$ cat config.mk
export PLATFORM = sky130hd
export DESIGN_NAME = dz_frame_capture
export DESIGN_NICKNAME = d
export VERILOG_FILES = /design/src/rtl/dz_frame_capture.sv
export SDC_FILE = /design/constraint.sdc
export NUM_CORES = 1
export LEC_CHECK = 0
export CORE_ASPECT_RATIO = 0.6
export CORE_MARGIN = 1.5
export CORE_UTILIZATION = 36
export CTS_BUF_LIST = sky130_fd_sc_hd__clkbuf_2 sky130_fd_sc_hd__clkbuf_4 sky130_fd_sc_hd__clkbuf_8
export DETAILED_ROUTE_END_ITERATION = 6
export PLACE_DENSITY = 0.54
export SLEW_MARGIN = 20
export SYNTH_ARGS = -nofsm -noshare
export SYNTH_HDL_FRONTEND = slang
export SYNTH_SLANG_ARGS = --single-unit
$ cat constraint.sdc
create_clock -name clk -period 3.5 [get_ports clk]
set_clock_uncertainty 0.05 [all_clocks]
set_input_delay 0.525 -clock clk [delete_from_list [all_inputs] [get_ports clk]]
set_output_delay 0.525 -clock clk [all_outputs]
set_load 0.1 [all_outputs]
$ cat src/rtl/dz_frame_capture.sv
// dz_frame_capture
// Receive-side monitor for the 8x8 red/green dot-matrix scan bus. Samples the
// active-low one-hot row strobes and the red/green column lines, debounces the
// {row,colr,colg} tuple, rebuilds an 8-row frame in a shadow buffer and copies
// it to an output buffer once row 7 lands. The output buffer is read through a
// registered port.
//
// Optional feature: define DZ_CAP_COLOR_EN to add the frame_color output.
//
// Ports:
//   clk, rst_n        clock, asynchronous active-low reset
//   row[7:0]          row select, one-hot active-low, 8'hFF = blank
//   colr[7:0]         red column data, active-high
//   colg[7:0]         green column data, active-high
//   rd_addr[2:0]      read row index
//   rd_r/rd_g[7:0]    captured row data, 1-cycle read latency
//   frame_valid       one-cycle pulse per committed frame
//   frame_cnt[7:0]    committed frame count, wraps
//   onehot_err        pulse: accepted row had more than one low bit
//   seq_err           pulse: out-of-order row during capture
//   timeout           pulse: in-progress frame aborted by idle timeout
//   dbg_state         current FSM state (0 = IDLE, 1 = CAPTURE)
//   frame_color[1:0]  {green seen, red seen} of last frame (DZ_CAP_COLOR_EN)
//
// Handshake: there is no back-pressure. frame_valid is a single-cycle
// qualifier; the output buffer holds the new frame from the cycle after the
// pulse until the next commit.
module dz_frame_capture #(
  parameter int STABLE_CYC  = 2,
  parameter int TIMEOUT_CYC = 1000
) (
  input  logic       clk,
  input  logic       rst_n,
  input  logic [7:0] row,
  input  logic [7:0] colr,
  input  logic [7:0] colg,
  input  logic [2:0] rd_addr,
  output logic [7:0] rd_r,
  output logic [7:0] rd_g,
  output logic       frame_valid,
  output logic [7:0] frame_cnt,
  output logic       onehot_err,
  output logic       seq_err,
  output logic       timeout,
  output logic       dbg_state
`ifdef DZ_CAP_COLOR_EN
  ,
  output logic [1:0] frame_color
`endif
);

  localparam logic [3:0] STAB_LIM = 4'(STABLE_CYC);
  localparam int         TW       = $clog2(TIMEOUT_CYC + 1);
  localparam logic [TW-1:0] TMO_LIM = TW'(TIMEOUT_CYC);

  typedef enum logic [0:0] {IDLE = 1'b0, CAPTURE = 1'b1} state_t;

  state_t state, state_n;

  logic [23:0]   sync1, sync2, tuple_q, acc_tuple;
  logic [3:0]    stab_cnt, cnt_n;
  logic          taken, taken_eff, same, acc, acc_n;
  logic [7:0]    row_sel;
  logic          is_blank, is_one, row_ok, to_fire;
  logic [2:0]    acc_idx, expected, exp_prev, exp_n;
  logic [TW-1:0] tmo_cnt;
  logic          wr_en, commit, seq_c, oh_c, to_c;
  logic [7:0]    shadow_r [8];
  logic [7:0]    shadow_g [8];
  logic [7:0]    out_r [8];
  logic [7:0]    out_g [8];

  // Stability filter. stab_cnt is the run length of the current sync2 value.
  // taken starts set so the all-zero reset contents are never accepted; any
  // change of the tuple re-arms a single acceptance.
  always_comb begin
    same      = (sync2 == tuple_q);
    cnt_n     = same ? ((stab_cnt == 4'hF) ? stab_cnt : stab_cnt + 4'd1) : 4'd1;
    taken_eff = same && taken;
    acc_n     = !taken_eff && (cnt_n >= STAB_LIM);
  end

  always_ff @(posedge clk or negedge rst_n) begin
    if (!rst_n) begin
      sync1     <= '0;
      sync2     <= '0;
      tuple_q   <= '0;
      stab_cnt  <= '0;
      taken     <= 1'b1;
      acc       <= 1'b0;
      acc_tuple <= '0;
    end else begin
      sync1     <= {row, colr, colg};
      sync2     <= sync1;
      tuple_q   <= sync2;
      stab_cnt  <= cnt_n;
      taken     <= taken_eff || acc_n;
      acc       <= acc_n;
      acc_tuple <= sync2;
    end
  end

  // Decode of the accepted row strobe.
  always_comb begin
    row_sel  = ~acc_tuple[23:16];
    is_blank = (row_sel == 8'h00);
    is_one   = !is_blank && ((row_sel & (row_sel - 8'd1)) == 8'h00);
    acc_idx  = '0;
    for (int i = 0; i < 8; i++) begin
      if (row_sel[i]) acc_idx = 3'(i);
    end
    row_ok   = acc && is_one;
    exp_prev = expected - 3'd1;
    // Any accepted non-blank row clears the counter, so it wins over timeout.
    to_fire  = (state == CAPTURE) && (tmo_cnt == TMO_LIM) && !(acc && !is_blank);
  end

  // FSM: state register
  always_ff @(posedge clk or negedge rst_n) begin
    if (!rst_n) state <= IDLE;
    else        state <= state_n;
  end

  // FSM: next state. Row 0 and the repeat row are checked before the expected
  // row so that, with expected == 1, row 0 is a plain restart.
  always_comb begin
    state_n = state;
    case (state)
      IDLE: if (row_ok && acc_idx == 3'd0) state_n = CAPTURE;
      CAPTURE: begin
        if (to_fire) state_n = IDLE;
        else if (row_ok) begin
          if (acc_idx == 3'd0 || acc_idx == exp_prev) state_n = CAPTURE;
          else if (acc_idx == expected) state_n = (acc_idx == 3'd7) ? IDLE : CAPTURE;
          else state_n = IDLE;
        end
      end
      default: state_n = IDLE;
    endcase
  end

  // FSM: outputs / datapath controls
  always_comb begin
    wr_en  = 1'b0;
    exp_n  = expected;
    commit = 1'b0;
    seq_c  = 1'b0;
    oh_c   = acc && !is_blank && !is_one;
    to_c   = to_fire;
    case (state)
      IDLE: begin
        if (row_ok && acc_idx == 3'd0) begin
          wr_en = 1'b1;
          exp_n = 3'd1;
        end
      end
      CAPTURE: begin
        if (!to_fire && row_ok) begin
          if (acc_idx == 3'd0) begin
            wr_en = 1'b1;
            exp_n = 3'd1;
          end else if (acc_idx == exp_prev) begin
            wr_en = 1'b1;
          end else if (acc_idx == expected) begin
            wr_en  = 1'b1;
            exp_n  = expected + 3'd1;
            commit = (acc_idx == 3'd7);
          end else begin
            seq_c = 1'b1;
          end
        end
      end
      default: ;
    endcase
  end

  assign dbg_state = state;

`ifdef DZ_CAP_COLOR_EN
  logic [7:0] r_any, g_any;
  always_comb begin
    r_any = acc_tuple[15:8];
    g_any = acc_tuple[7:0];
    for (int i = 0; i < 7; i++) begin
      r_any = r_any | shadow_r[i];
      g_any = g_any | shadow_g[i];
    end
  end
`endif

  // Datapath. Commit happens in the same edge that writes shadow row 7, so
  // row 7 is taken straight from the accepted tuple.
  always_ff @(posedge clk or negedge rst_n) begin
    if (!rst_n) begin
      for (int i = 0; i < 8; i++) begin
        shadow_r[i] <= '0;
        shadow_g[i] <= '0;
        out_r[i]    <= '0;
        out_g[i]    <= '0;
      end
      expected    <= '0;
      tmo_cnt     <= '0;
      frame_valid <= 1'b0;
      frame_cnt   <= '0;
      onehot_err  <= 1'b0;
      seq_err     <= 1'b0;
      timeout     <= 1'b0;
      rd_r        <= '0;
      rd_g        <= '0;
`ifdef DZ_CAP_COLOR_EN
      frame_color <= 2'b00;
`endif
    end else begin
      if (wr_en) begin
        shadow_r[acc_idx] <= acc_tuple[15:8];
        shadow_g[acc_idx] <= acc_tuple[7:0];
      end
      if (commit) begin
        for (int i = 0; i < 7; i++) begin
          out_r[i] <= shadow_r[i];
          out_g[i] <= shadow_g[i];
        end
        out_r[7] <= acc_tuple[15:8];
        out_g[7] <= acc_tuple[7:0];
`ifdef DZ_CAP_COLOR_EN
        frame_color <= {|g_any, |r_any};
`endif
      end
      expected <= exp_n;
      if (state == IDLE || to_fire || (acc && !is_blank)) tmo_cnt <= '0;
      else if (tmo_cnt != TMO_LIM)                        tmo_cnt <= tmo_cnt + 1'b1;
      frame_valid <= commit;
      frame_cnt   <= frame_cnt + {7'd0, commit};
      onehot_err  <= oh_c;
      seq_err     <= seq_c;
      timeout     <= to_c;
      rd_r        <= out_r[rd_addr];
      rd_g        <= out_g[rd_addr];
    end
  end

endmodule

==> metrics.txt, run 1 <==
Startpoint Class=flip-flop; row count=57; number of buffers created by CTS=53; minimum clock period=3.110 ns; Inst Count DP=1542; Slew HR=0.3415; Clk pwr share=0.453; pin slew with the least headroom to its limit=0.9847 ns; Seq cells post-synth=360; DP HPWL=20330 um; Top FF cell, synth=dfrtp_1; largest net degree at the start of global routing=107; RePlAce Congestion=0.8101; final WL=33110 um; YS warnings=0; commonest cells after routing, fill and taps aside=dfrtp_1, mux2_4, o21ai_0, clkbuf_8, clkdlybuf4s50_1; status=finished, final reports clean; Iteration-0 DRC Markers=694; Post-Syn Nets=1011; initial antenna violation count=0; TritonRoute pass-1 iters=5; setup tns final=0 ns; critical path type=flip-flop to flip-flop; DIE AREA=42620 um2; Syn Inst Count=975; Pleak=7.787 nW; register area=9010 um2; post-synth cell types=64; Slew Viols, Final=0; gr usage total=0.1616; I/O pin total=58; Residual DRC=0; Cell Int Power=6.341 mW; area occupied by multi-input gates=5358 um2; max-cap violations=0; Placement Cell Area=15970 um2; Net Sw Power=1.917 mW; Fmax achieved=321.6 MHz; setup repair bufs after CTS=0; area leader, netlist=dfrtp_1; drt wl/cell=20.17 um; Fillers=3697; Req. time, crit path=3.95 ns; Clock Latency Late Sink=0.61 ns; number of synthesized flops with an enable pin=0; VDD IR-drop max=0.2985 mV; Setup Viol. Count Final=0; Reg power frac=0.516; Longest Clk Path Bufs=3; fin area=17180 um2; pwr dens=480.7 nW/um2; DRT antenna net count=0; IO Port Bufs=57; fin nets=1103; vias=8296; Crit. End Element=flip-flop; Synth top area share=0.6034; grt ovf=0; period utilization=0.8885; Logic pwr share=0.031; first-pass GRT wire length=53050 um; Core Area=40580 um2; H-tree depth=2; average cell area after synthesis=15.27 um2; WP data arrival=3.56 ns; height of the die=160.5 um; leading cell type in the layout, fill and taps excluded=dfrtp_1; final hold violation count=0; vias in the first global route=8637; clock sinks=360; CTS tree=yes; Synth area leaders=dfrtp_1, mux2_4, mux4_2; RSZ-0062 raised after global routing=false; Layout Cells excl Fill=1642; Hold Crit Class=primary input to flip-flop; layout cells sized above 1=0.3069; area added between synthesis and finish=15.38%; sequential share of the synthesized area=0.6052; Reg clk slew, reported paths=0.07 ns; Antenna Cells=0; Async S/R FF share, synth=1.000; Clock Tree Root=clkbuf_8; die width=265.5 um; Max Fanout on Critical Path=12; switching share of power=0.2321; vias per cell=5.052; initial core utilization=0.3669; cell area after synthesis=14890 um2; Power Total=8.257 mW
==> worst max-delay path: stages, from the launching register on <==
cell     delay, ns
dfrtp_1       0.59
nand4_4       0.21
nor4b_2       0.29
nor4_2        0.12
nor3b_2       0.37
nor3b_1       0.43
ha_1          0.27
ha_1          0.20
and3_1        0.21
nand3_1       0.11
xnor2_1       0.14
==> state kept, by name (all words and copies together) (netlist names), 3 cells and up <==
signal	cells
acc_tuple	24
expected	3
frame_cnt	8
out_g	64
out_r	64
rd_g	8
rd_r	8
shadow_g	56
shadow_r	56
stab_cnt	4
sync1	24
sync2	24
tmo_cnt	10
==> Yosys cell counts, drive strengths merged (2+ instances only) <==
| cell type | n |
|---|---|
| buf | 35 |
| o2bb2ai | 32 |
| mux4 | 32 |
| nand3 | 14 |
| nor3 | 5 |
| nor4b | 2 |
| dfrtp | 359 |
| o21ai | 100 |
| a31oi | 3 |
| nand4 | 15 |
| o21a | 2 |
| and4 | 2 |
| nor3b | 5 |
| xor2 | 15 |
| nor2b | 4 |
| inv | 7 |
| ha | 7 |
| a21oi | 6 |
| nor2 | 19 |
| or3 | 2 |
| and2 | 3 |
| clkbuf | 21 |
| nand2 | 44 |
| xnor2 | 26 |
| and3 | 8 |
| o2111ai | 2 |
| mux2 | 177 |
| nor4 | 5 |
| mux2i | 2 |
| or4 | 2 |
| a211oi | 3 |
| a21o | 2 |
==> power groups by stage <==
stage	Sequential, mW	Clock [mW]	Combinational [mW]
after floorplan	4.31	0	0.110
after global placement	4.33	0	0.269
after detailed placement	4.33	0	0.270
after CTS	4.26	3.87	0.271
after global routing	4.26	4.06	0.293
final	4.26	3.74	0.260
==> worst paths after layout <==
path,depth (start not counted),slack (ns),endpoint,from
max,10,0.39,frame_cnt[6],acc_tuple[21]
min,1,0.29,sync1[5],colg[5]
max reg2reg,10,0.39,frame_cnt[6],acc_tuple[21]
min reg2reg,0,0.29,sync2[15],sync1[15]
max in group asynchronous,3,2.00,taken,rst_n
min in group asynchronous,2,0.41,out_g[2],rst_n
==> cell families (layout without fill, tap and decap cells) <==
family	after synthesis	count (layout)	synth area share
flip-flops	360	360	0.6052
multiplexers	211	211	0.2116
AO/OA/AOI/OAI	156	156	0.06488
AND/OR/NAND/NOR	136	136	0.05269
buffers and inverters	63	199	0.03496
XOR/XNOR	41	41	0.02412
adder cells (fa/ha/maj)	8	8	0.006555
==> stage by stage <==
stage / worst slack [ns] / utilization / hold WS (ns)
after global placement: 0.5382 / 0.3936 / 0.2832
after CTS: 0.4212 / 0.4233 / 0.2457
final: 0.3903 / 0.4233 / 0.2934
after detailed placement: 0.4255 / 0.3936 / 0.2847
after global routing: 0.09896 / 0.4233 / 0.2418
after floorplan: 0.6253 / - / 0.1794
==> area by class of cell <==
| cell class | count | share of cell area |
|---|---|---|
| clock buffer | 77 | 0.05987 |
| sequential | 360 | 0.5245 |
| tap | 531 | 0.03868 |
| multi-input combinational | 552 | 0.3119 |
| timing repair buffer | 93 | 0.05375 |
| inverter | 7 | 0.001530 |
| clock inverter | 22 | 0.009760 |
==> per-layer routing <==
layer	track usage	part of all wire	up-vias
met5	0	0	-
met2	0.2197	0.41	217
li1	-	-	3724
met1	0.2530	0.50	4308
met3	0.04278	0.071	47
met4	0.03792	0.015	0
==> what timing repair did <==
item,4_1_cts,5_1_grt
hold buffers,1,0
gates resized for setup,0,0
endpoints found under the hold margin,62,0
(Power assumes the default switching activity.)
==> run 2: changes to the inputs <==
--- a/config.mk
+++ b/config.mk
@@ -5,12 +5,14 @@
 export SDC_FILE = /design/constraint.sdc
 export NUM_CORES = 1
 export LEC_CHECK = 0
+export CELL_PAD_IN_SITES_DETAIL_PLACEMENT = 0
+export CELL_PAD_IN_SITES_GLOBAL_PLACEMENT = 1
 export CORE_ASPECT_RATIO = 0.6
 export CORE_MARGIN = 1.5
 export CORE_UTILIZATION = 36
 export CTS_BUF_LIST = sky130_fd_sc_hd__clkbuf_2 sky130_fd_sc_hd__clkbuf_4 sky130_fd_sc_hd__clkbuf_8
 export DETAILED_ROUTE_END_ITERATION = 6
-export PLACE_DENSITY = 0.54
+export PLACE_DENSITY = 0.61
 export SLEW_MARGIN = 20
 export SYNTH_ARGS = -nofsm -noshare
 export SYNTH_HDL_FRONTEND = slang
==> run 2 against run 1 <==
Register-to-register slack got worse by 0.03 ns. Clock power increased by 2%. Count of clock-buffer cells in the layout increased by 10.
==> metrics.txt, run 2 (synthesized netlist as in run 1, its figures left out) <==
Startpoint Class=flip-flop (unchanged); period utilization=0.8964 (was 0.8885); initial antenna violation count=0 (unchanged); Hold Crit Class=flip-flop to flip-flop (was primary input to flip-flop); IO Port Bufs=57 (unchanged); leading cell type in the layout, fill and taps excluded=dfrtp_1 (unchanged); r2r worst-path depth=10 (unchanged); Fmax achieved=318.7 MHz (was 321.6 MHz); Setup Viol. Count Final=0 (unchanged); initial core utilization=0.3669 (unchanged); H-tree depth=2 (unchanged); Antenna Cells=0 (unchanged); status=finished, final reports clean (unchanged); final WL=34360 um (was 33110 um); Crit. End Element=flip-flop (unchanged); I/O pin total=58 (unchanged); hold endpoint=sync2[20] (was sync1[5]); setup repair bufs after CTS=0 (unchanged); vias=8263 (was 8296); reg-to-reg slack, setup=0.36 ns (was 0.39 ns); hold wc startpoint=sync1[20] (was colg[5]); height of the die=160.5 um (unchanged); worst hold path depth=0 (was 1); Slew Viols, Final=0 (unchanged); worst reg2reg endpoint=frame_cnt[6] (unchanged); area added between synthesis and finish=15.66% (was 15.38%); pwr dens=483.0 nW/um2 (was 480.7 nW/um2); RSZ-0062 raised after global routing=false (unchanged); first-pass GRT wire length=55110 um (was 53050 um); setup tns final=0 ns (unchanged); die width=265.5 um (unchanged); Residual DRC=0 (unchanged); biggest registers after layout=out_g (64), out_r (64) (unchanged); critical path type=flip-flop to flip-flop (unchanged); reg-to-reg startpoint=acc_tuple[23] (was acc_tuple[21]); DRT antenna net count=0 (unchanged); final hold violation count=0 (unchanged); layout cells sized above 1=0.3085 (was 0.3069); Placement Cell Area=16000 um2 (was 15970 um2); Layout Cells excl Fill=1643 (was 1642); Iteration-0 DRC Markers=573 (was 694); Inst Count DP=1543 (was 1542); VDD IR-drop max=0.2408 mV (was 0.2985 mV); number of buffers created by CTS=54 (was 53); clock sinks=360 (unchanged); grt ovf=0 (unchanged); RePlAce Congestion=0.7778 (was 0.8101); WP data arrival=3.58 ns (was 3.56 ns); fin area=17220 um2 (was 17180 um2); Clock Tree Root=clkbuf_8 (unchanged); TritonRoute pass-1 iters=4 (was 5); Reg clk slew, reported paths=0.07 ns (about the same); Clock Latency Late Sink=0.60 ns (was 0.61 ns); largest net degree at the start of global routing=106 (was 107); Core Area=40580 um2 (unchanged); CTS tree=yes (unchanged); Pleak=7.805 nW (was 7.787 nW); row count=57 (unchanged); pin slew with the least headroom to its limit=1.061 ns (was 0.9847 ns); commonest cells after routing, fill and taps aside=dfrtp_1, mux2_4, o21ai_0, clkbuf_8, clkdlybuf4s50_1 (unchanged); DIE AREA=42620 um2 (unchanged); Req. time, crit path=3.94 ns (was 3.95 ns); Longest Clk Path Bufs=3 (unchanged); Setup WS pre-CTS=0.3513 ns (was 0.4255 ns); drt wl/cell=20.91 um (was 20.17 um); min setup slack post-route=0.3626 ns (was 0.3903 ns); Slew HR=0.2928 (was 0.3415); Power Total=8.317 mW (was 8.257 mW); Max Fanout on Critical Path=9 (was 12); minimum clock period=3.137 ns (was 3.110 ns); vias in the first global route=8778 (was 8637); fin nets=1105 (was 1103); Hold Slack=0.2995 ns (was 0.2934 ns); vias per cell=5.029 (was 5.052); gr usage total=0.1692 (was 0.1616); max-cap violations=0 (unchanged); DP HPWL=21260 um (was 20330 um); utilization after layout=0.4243 (was 0.4233)
[run 2: cell count changes in the layout (fill, tap and decap cells not counted)]
| cell | delta |
|---|---|
| buf_12 | +2 |
| buf_4 | -1 |
| bufinv_16 | +1 |
| clkbuf_4 | +16 |
| clkbuf_8 | -6 |
| clkinv_2 | -9 |
| clkinvlp_4 | -2 |
| dfrtp_1 | -1 |
| dfrtp_2 | +1 |
[run 2: metal layers]
metal	wire length, um	GRT usage	up-vias	part of all wire
met1	17900	0.2718	4301	0.52
met2	14090	0.2301	192	0.41
met4	491	0.03818	0	0.014
li1	-	-	3721	-
met3	1881	0.03481	49	0.055
met5	0	0	-	0
[run 2: repair_timing]
action,CTS,global route
hold buffers,1,0
endpoints found under the setup margin,0,1
resized for setup,0,1
hold endpoints to repair,50,0
[run 2: worst max-delay path, stage by stage, from the launching register on]
cell and delay (ns):
dfrtp_1 0.59, nand2_2 0.18, nor4_1 0.37, nor4_2 0.12, nor3b_2 0.37, nor3b_1 0.45, ha_1 0.28, ha_1 0.18
and3_1 0.20, nand3_1 0.10, xnor2_1 0.13
[run 2: worst max path at each step]
| stage | slack [ns] | depth (start not counted) | endpoint | from |
|---|---|---|---|---|
| 3_3_place_gp | 0.39 | 10 | frame_cnt[6] | acc_tuple[22] |
| 2_1_floorplan | 0.63 | 8 | frame_cnt[6] | dbg_state |
| 3_5_place_dp | 0.35 | 10 | frame_cnt[6] | acc_tuple[22] |
| 5_1_grt | 0.04 | 10 | frame_cnt[6] | acc_tuple[23] |
| 6_report | 0.36 | 10 | frame_cnt[6] | acc_tuple[23] |
| 4_1_cts | 0.33 | 10 | frame_cnt[6] | acc_tuple[22] |
[run 2: cell type report]
class | instances | area [um2]
tap | 531 | 664.4
sequential | 360 | 9011
clock buffer | 87 | 1066
fill | 3698 | 23360
timing repair buffer | 94 | 955.9
clock inverter | 12 | 137.6
multi-input combinational | 552 | 5358
inverter | 7 | 26.28
[run 2: power by group]
group	switching, mW	total (mW)	internal [mW]
sequential	0.0576	4.26	4.20
clock	1.65	3.80	2.15
combinational	0.171	0.259	0.0888
total	1.88	8.32	6.44
==> run 3: changes to the inputs <==
==> constraint.sdc (replaced) <==
create_clock -name clk -period 3.91 [get_ports clk]
set_clock_uncertainty 0.05 [all_clocks]
set_input_delay 0.5865 -clock clk [delete_from_list [all_inputs] [get_ports clk]]
set_output_delay 0.5865 -clock clk [all_outputs]
set_load 0.1 [all_outputs]
==> run 3 against run 2 <==
Clock power fell by 16%. Via count is 0.58% lower. Final cell count down 0.55%. Fmax down 5.1%. Global-route usage is 0.22 points lower. Register-to-register slack gained 0.24 ns. Worst setup slack better by 0.24 ns. First-iteration DRC count fell by 8.6%. Critical path depth is 2 lower. Routed wire length fell by 0.29%. Highest routed layer unchanged. Sequential share of layout area grew 0.35 points. Count of clock-buffer cells in the layout shrank 2.
==> metrics.txt, run 3 (synthesized netlist as in run 1, its figures left out) <==
DP HPWL=20350 um (was 21260 um); first-pass GRT wire length=54310 um (was 55110 um); Fillers=3679 (was 3698); critical path type=flip-flop to flip-flop (unchanged); DIE AREA=42620 um2 (unchanged); Iteration-0 DRC Markers=524 (was 573); commonest cells after routing, fill and taps aside=dfrtp_1, mux2_4, o21ai_0, clkbuf_8, clkdlybuf4s50_1 (unchanged); final hold violation count=0 (unchanged); status=finished, final reports clean (unchanged); area added between synthesis and finish=14.87% (was 15.66%); Req. time, crit path=4.33 ns (was 3.94 ns); drt wl/cell=20.97 um (was 20.91 um); Residual DRC=0 (unchanged); vias=8215 (was 8263); Clock Tree Root=clkbuf_8 (unchanged); setup tns final=0 ns (unchanged); Slew Viols, Final=0 (unchanged); minimum clock period=3.308 ns (was 3.137 ns); layout cells sized above 1=0.3004 (was 0.3085); register area=9010 um2 (was 9011 um2); CTS tree=yes (unchanged); pin slew with the least headroom to its limit=0.9830 ns (was 1.061 ns); Max Fanout on Critical Path=47 (was 9); VDD IR-drop max=0.2202 mV (was 0.2408 mV); Pleak=7.734 nW (was 7.805 nW); area occupied by multi-input gates=5358 um2 (unchanged); final WL=34260 um (was 34360 um); setup repair bufs after CTS=0 (unchanged); Power Total=7.234 mW (was 8.317 mW); Longest Clk Path Bufs=3 (unchanged); WP data arrival=3.73 ns (was 3.58 ns); leading cell type in the layout, fill and taps excluded=dfrtp_1 (unchanged); initial core utilization=0.3669 (unchanged); Setup Viol. Count Final=0 (unchanged); max-cap violations=0 (unchanged); RSZ-0062 raised after global routing=false (unchanged); vias per cell=5.028 (was 5.029); clock sinks=360 (unchanged); die width=265.5 um (unchanged); height of the die=160.5 um (unchanged); pwr dens=423.0 nW/um2 (was 483.0 nW/um2); Clock Latency Late Sink=0.61 ns (was 0.60 ns); H-tree depth=2 (unchanged); grt ovf=0 (unchanged); period utilization=0.8460 (was 0.8964); DRT antenna net count=0 (unchanged); Core Area=40580 um2 (unchanged); number of buffers created by CTS=54 (unchanged); Hold Crit Class=flip-flop to flip-flop (unchanged); I/O pin total=58 (unchanged); row count=57 (unchanged); Crit. End Element=flip-flop (unchanged); fin nets=1099 (was 1105); Startpoint Class=flip-flop (unchanged); vias in the first global route=8677 (was 8778); TritonRoute pass-1 iters=5 (was 4); Hold Slack=0.2934 ns (was 0.2995 ns); RePlAce Congestion=0.7996 (was 0.7778); gr usage total=0.1670 (was 0.1692); Reg clk slew, reported paths=0.06 ns (was 0.07 ns); Fmax achieved=302.3 MHz (was 318.7 MHz); largest net degree at the start of global routing=125 (was 106); biggest registers after layout=out_g (64), out_r (64) (unchanged); Slew HR=0.3426 (was 0.2928); initial antenna violation count=0 (unchanged); IO Port Bufs=57 (unchanged)
run 3: cell count changes in the layout (fill, tap and decap cells not counted), moves of 2 or more:
cell       change
buf_4          -7
clkbuf_4       -3
inv_6          +2
bufinv_16      -3
clkinv_2       -2
run 3: layout make-up:
cell class,instances,area share
Antenna cell,1,0.0001463
Clock buffer,85,0.06182
Clock inverter,10,0.003658
Inverter,7,0.001536
Multi-Input combinational cell,552,0.3133
Sequential cell,360,0.5269
Tap cell,531,0.03885
Timing Repair Buffer,88,0.05385
run 3: metal layers:
metal	part of all wire	up-vias	track usage
met5	0	-	0
met1	0.51	4260	0.2607
li1	-	3703	-
met4	0.020	0	0.04208
met2	0.42	189	0.2339
met3	0.050	63	0.03481
run 3: worst paths after layout:
check,start,to,slack (ns),cells past startpoint
setup / recovery,acc_tuple[23],out_r[46],0.60,8
hold / removal,sync1[10],sync2[10],0.29,0
setup reg to reg,acc_tuple[23],out_r[46],0.60,8
hold reg to reg,sync1[10],sync2[10],0.29,0
max in group asynchronous,rst_n,sync2[15],2.32,4
min in group asynchronous,rst_n,out_g[24],0.41,2
run 3: worst max-delay path: stages, from the launching register on:
cell     delay (ns)
dfrtp_1        0.68
nand2_2        0.21
nor4_1         0.34
nor4_2         0.12
nor3b_2        0.37
nor3b_4        0.29
buf_12         0.28
buf_12         0.34
mux2_1         0.36
run 3: timing repair:
| action | 4_1_cts | 5_1_grt |
|---|---|---|
| endpoints found under the hold margin | 0 | 37 |
| hold buffers | 0 | 1 |
| resized for setup | 0 | 0 |
run 3: where the power goes:
part	switching, mW	internal, mW	leakage, nW
clock network	1.47	1.72	0.597
registers	0.0496	3.76	4.86
logic	0.156	0.0848	2.28
run 3: per-stage QoR:
| stage | worst slack (ns) | area (um2) | instances | util |
|---|---|---|---|---|
| 2_1_floorplan | 1.035 | 14890 | 975 | - |
| 3_3_place_gp | 0.7373 | 15940 | 1536 | 0.3928 |
| 3_5_place_dp | 0.6535 | 15940 | 1536 | 0.3928 |
| 4_1_cts | 0.6437 | 17060 | 1631 | 0.4204 |
| 5_1_grt | 0.4262 | 17100 | 1633 | 0.4214 |
| 6_report | 0.6022 | 17100 | 1634 | 0.4214 |
